===== config.mk =====
export PLATFORM = sky130hd
export DESIGN_NAME = axi2apb_wr_buf
export DESIGN_NICKNAME = d
export VERILOG_FILES = /design/src/rtl/axi2apb_wr_buf.sv
export SDC_FILE = /design/constraint.sdc
export NUM_CORES = 1
export LEC_CHECK = 0
export ABC_AREA = 1
export CAP_MARGIN = 20
export CELL_PAD_IN_SITES_DETAIL_PLACEMENT = 1
export CELL_PAD_IN_SITES_GLOBAL_PLACEMENT = 1
export CORE_MARGIN = 4
export CORE_UTILIZATION = 30
export CTS_CLUSTER_SIZE = 10
export DETAILED_ROUTE_END_ITERATION = 8
export PLACE_DENSITY = 0.63
export RECOVER_POWER = 25
export SLEW_MARGIN = 25
export SYNTH_ARGS = -nofsm -noshare
export SYNTH_HDL_FRONTEND = slang
export SYNTH_SLANG_ARGS = --single-unit

===== constraint.sdc =====
create_clock -name clk -period 2.43 [get_ports clk]
set_input_delay 0.486 -clock clk [delete_from_list [all_inputs] [get_ports clk]]
set_output_delay 0.486 -clock clk [all_outputs]
set_load 0.005 [all_outputs]

===== src/rtl/axi2apb_wr_buf.sv =====
// Write-response queue of the AXI-to-APB bridge: completed APB writes become AXI B responses
// held in a RESP_DEPTH-entry FIFO so the AXI master may stall BREADY independently.
module axi2apb_wr_buf #(
  parameter int unsigned AXI_ID_WIDTH = 6,
  parameter int unsigned RESP_DEPTH   = 4,
  parameter logic [1:0]  CMD_ERR_RESP = 2'b10,
  parameter logic [1:0]  PSLVERR_RESP = 2'b11
) (
  input  logic                            clk,
  input  logic                            rstn,
  input  logic                            psel,
  input  logic                            penable,
  input  logic                            pwrite,
  input  logic                            pready,
  input  logic                            pslverr,
  input  logic                            cmd_err,
  input  logic [AXI_ID_WIDTH-1:0]         cmd_id,
  output logic                            WREADY,
  output logic                            finish_wr,
  output logic [AXI_ID_WIDTH-1:0]         BID,
  output logic [1:0]                      BRESP,
  output logic                            BVALID,
  input  logic                            BREADY,
  output logic                            resp_full,
  output logic [$clog2(RESP_DEPTH+1)-1:0] resp_count,
  output logic                            ovf_err
);

  localparam int unsigned PW = $clog2(RESP_DEPTH);
  localparam int unsigned CW = $clog2(RESP_DEPTH + 1);
  localparam int unsigned EW = AXI_ID_WIDTH + 2;

  logic [EW-1:0] r_mem [RESP_DEPTH];
  logic [PW-1:0] r_wr_ptr, r_rd_ptr;
  logic [CW-1:0] r_count, w_count_d;
  logic          r_ovf;

  logic          w_push, w_pop, w_accept, w_drop;
  logic [1:0]    w_resp;
  logic [EW-1:0] w_entry;

  assign w_push = psel & penable & pwrite & pready;
  assign w_pop  = BVALID & BREADY;

  // A full queue can still take a push when the head is popped on the same edge.
  assign w_accept = w_push & (~resp_full | w_pop);
  assign w_drop   = w_push & resp_full & ~w_pop;

  always_comb begin
    w_resp = 2'b00;
    if (cmd_err) begin
      w_resp = CMD_ERR_RESP;
    end else if (pslverr) begin
      w_resp = PSLVERR_RESP;
    end
  end

  assign w_entry = {cmd_id, w_resp};

  always_comb begin
    w_count_d = r_count;
    unique case ({w_accept, w_pop})
      2'b10:   w_count_d = r_count + CW'(1);
      2'b01:   w_count_d = r_count - CW'(1);
      default: w_count_d = r_count;
    endcase
  end

  always_ff @(posedge clk or negedge rstn) begin
    if (!rstn) begin
      for (int i = 0; i < int'(RESP_DEPTH); i++) begin
        r_mem[i] <= '0;
      end
    end else if (w_accept) begin
      r_mem[r_wr_ptr] <= w_entry;
    end
  end

  always_ff @(posedge clk or negedge rstn) begin
    if (!rstn) begin
      r_wr_ptr <= '0;
      r_rd_ptr <= '0;
      r_count  <= '0;
      r_ovf    <= 1'b0;
    end else begin
      if (w_accept) begin
        r_wr_ptr <= r_wr_ptr + PW'(1);
      end
      if (w_pop) begin
        r_rd_ptr <= r_rd_ptr + PW'(1);
      end
      r_count <= w_count_d;
      if (w_drop) begin
        r_ovf <= 1'b1;
      end
    end
  end

  // The head only moves on pop, so BID/BRESP stay stable while BREADY is low.
  assign BID        = r_mem[r_rd_ptr][EW-1:2];
  assign BRESP      = r_mem[r_rd_ptr][1:0];
  assign BVALID     = (r_count != '0);
  assign resp_full  = (r_count == CW'(RESP_DEPTH));
  assign resp_count = r_count;
  assign ovf_err    = r_ovf;
  assign WREADY     = w_push;
  assign finish_wr  = w_pop;

endmodule


==> out/qor.csv, run 1 <==
stage,metric,value,unit
grt,antenna_found_initial,0,
timing,hold_ws,0.469,ns
power,p_leak,1.25,nW
yosys,ys_seq_elements,40,
yosys,synthTopCellsByArea,"dfrtp_1 (48%), nand2_1 (14%), nand4_1 (9.5%)",
worst_setup_path,cp_cell_sequence,inv_2 -> o21ai_0 -> o22ai_1 -> clkdlybuf4s50_1,
worst_setup_path,path_max_fanout,17,
timing,tightest_slew,1.86,ns
grt,grt_pass1_wl,9900,um
grt,grtUsageTotal,15.1,%
worst_setup_path,critPathKind,flop to output port,
min_path,hold_end,r_mem[17],
yosys,syn_area,0.00210,mm^2
floorplan,core-area,0.00679,mm^2
clock_tree,cts.sinks,40,
timing,fin_skew,0.0107,ns
worst_setup_path,r2r_slack,0.53,ns
power,p_per_area,1140,mW/mm^2
floorplan,core.rowCount,30,
placement,place_hpwl,3960,um
route,drt_iter0_drc,88,
worst_setup_path,critical_path_buf_inv_count,2,
timing,fin_crit,2.34,ns
clock_tree,cts-root-buf,clkbuf_8,
worst_setup_path,worst_setup_path_start_kind,flop,
min_path,worstHoldPathCells,2,
worst_setup_path,r2r-end,resp_count[2],
floorplan,io_pins,31,
yosys,ys_types,25,
worst_setup_path,slowest_stage,clkdlybuf4s50_1,
status,outcome,"complete, but fails checks",
finish,drive_gt1_share,9.75,%
finish,final_cell_mix,"nand2_1 (77), dfrtp_1 (40), nand4_1 (32), clkdlybuf4s50_1 (29), nor2_1 (17)",
flow_run,drv_cap,1,
route,wl_per_cell,15.8,um
yosys,synth_top_area_share,47.7,%
floorplan,fp.dieH,91.7,um
worst_setup_path,critical-path-max-stage-delay,0.54,ns
worst_setup_path,cp.arrival,1.85,ns
clock_tree,worstSkewPairLatency,0.30,ns
placement,io_buffers,30,
timing,post-route-period-util,96.1,%
timing,grt_setup_unrepaired,false,
floorplan,die-area,0.00840,mm^2
clock_tree,post_cts_buffers,0,
route,routed_wl,5900,um
route,vias,1814,
finish,layout_commonest_cell,nand2_1,
timing,slew_viol_final,41,
timing,max_clock_freq,0.428,GHz
min_path,hp-class,flop to flop,
yosys,yosys.area.top_type,dfrtp_1,
power,irDropWorstVdd,0.448,mV
yosys,syn_avg_cell_area,8.57,um^2
timing,tns,0,ns
floorplan,initial_core_util,30.9,%
timing,hold_viol_final,0,
yosys,ys_warn_count,0,
yosys,ys_seq_area_share,47.7,%
timing,setup_violations,0,
route,drtAntennaViolNets,0,
worst_setup_path,path_delay_family,buffers and inverters,
yosys,synth_cells,245,
worst_setup_path,ff2ff_path_depth,10,
min_path,hp-start,r_mem[17],
route,dr.pass1.iters,4,
clock_tree,cts_buffer_depth,2,
yosys,syn_nets,266,
grt,gr-total-overflow,0,
worst_setup_path,cp.required,1.94,ns
route,viasPerCell,4.86,
grt,grt_max_degree,41,
finish,fin_nets,298,
grt,grt_pass1_vias,1859,
clock_tree,clkTransAtPathRegs,0.08,ns
clock_tree,cts_tree,yes,
route,drcViolationCount,0,
finish,n_antenna_cell,0,
floorplan,die_x,91.7,um
worst_setup_path,cp-end-kind,output port,
worst_setup_path,reg2reg_from,resp_count[0],
placement,place_congestion,0.731,
timing,max_slew_margin,-24.0,%
status,failed_checks,"capacitance limit, slew limit",
finish,area_growth,21.3,%
clock_tree,cts_inserted_buffers,5,
clock_tree,htreeDepth,2,
## flip-flops by register name, indices dropped and copies added, names as in the netlist
register and cells:
ovf_err 1, r_wr_ptr 2, resp_count 3, r_rd_ptr 2
r_mem 32
## cell usage after synthesis
cell / n
xnor2_1: 2
o22ai_1: 8
nor2_8: 1
nor2_1: 17
o21ai_0: 13
dfrtp_1: 40
clkbuf_1: 1
buf_8: 1
nand3b_1: 1
nor3_1: 1
buf_2: 7
nand2_2: 1
nand3_1: 5
inv_2: 2
nand2_1: 77
or2_2: 1
inv_1: 11
fa_1: 1
xor2_1: 2
nand4_1: 32
nor2_2: 1
nand3_2: 3
ha_1: 5
buf_6: 7
o21ai_1: 5
## worst max-delay path by stage
stage / startpoint / endpoint / cells after the start
finish: r_rd_ptr[0] / BID[5] / 4
global route: r_rd_ptr[0] / BID[5] / 4
CTS: r_rd_ptr[1] / BID[5] / 4
detailed placement: BREADY / resp_count[2] / 9
global placement: BREADY / resp_count[2] / 9
floorplan: pready / resp_count[2] / 10
## routing by layer
| metal | share of wire [%] | wire [um] | GRT usage [%] | vias up |
|---|---|---|---|---|
| met5 | 0 | 0 | 0 | - |
| met4 | 1.2 | 70 | 4.15 | 0 |
| met3 | 2.6 | 153 | 2.87 | 4 |
| met2 | 50 | 2960 | 24.8 | 20 |
| met1 | 46 | 2720 | 20.3 | 903 |
| li1 | - | - | - | 887 |
## timing repair
action                                  in CTS  in global routing
endpoints found under the hold margin        0                  0
hold buffers                                 0                  0
endpoints found under the setup margin       0                  3
resized for setup                            0                  1
## through the flow
step | worst slack, ns | cell area, um^2 | utilization (%) | power, mW | std cells
detailed placement | 0.121 | 2480 | 36.5 | 2.52 | 366
global placement | 0.197 | 2480 | 36.5 | 2.49 | 366
finish | 0.0949 | 2550 | 37.5 | 2.91 | 373
global route | 0.00583 | 2550 | 37.5 | 3.16 | 373
CTS | 0.0119 | 2550 | 37.6 | 2.95 | 373
floorplan | 0.533 | 2100 | - | 1.89 | 245
## worst min-delay path: cells and delay by family, from the launching register on
kind	cells	cell delay [ns]
AND/OR/NAND/NOR	2	0.10
flip-flops	1	0.34
## final cells by class
cell class,count,area [um^2]
fillers,817,4250
flip-flops and latches,40,1000
multi-input cells,176,917
repair buffers,41,383
well taps,96,120
clock buffers,6,72.6
inverters,13,48.8
clock inverters,1,5.00
## power by group
part | total [mW] | internal, mW | leakage (nW) | switching (mW)
Clock | 0.430 | 0.196 | 0.0410 | 0.234
Sequential | 1.12 | 0.936 | 0.513 | 0.181
Combinational | 1.36 | 0.622 | 0.692 | 0.743
## cells by family (layout without fill, tap and decap cells)
kind of cell             Yosys count  count (layout)  synth area share, %
AND/OR/NAND/NOR                  140             140                 31.4
flip-flops                        40              40                 47.7
buffers and inverters             29              61                 8.64
AO/OA/AOI/OAI                     26              26                 6.67
adder cells (fa/ha/maj)            6               6                 3.93
XOR/XNOR                           4               4                 1.67
Note: power is estimated with default switching activity, not from simulation.
==> inputs of run 2 (changes only) <==
--- a/config.mk
+++ b/config.mk
@@ -13,6 +13,7 @@
 export CORE_UTILIZATION = 30
 export CTS_CLUSTER_SIZE = 10
 export DETAILED_ROUTE_END_ITERATION = 8
+export HOLD_SLACK_MARGIN = 0.06
 export PLACE_DENSITY = 0.63
 export RECOVER_POWER = 25
 export SLEW_MARGIN = 25
==> results of run 2 <==
The final DEF is identical to that of run 1; final timing and power are the same.
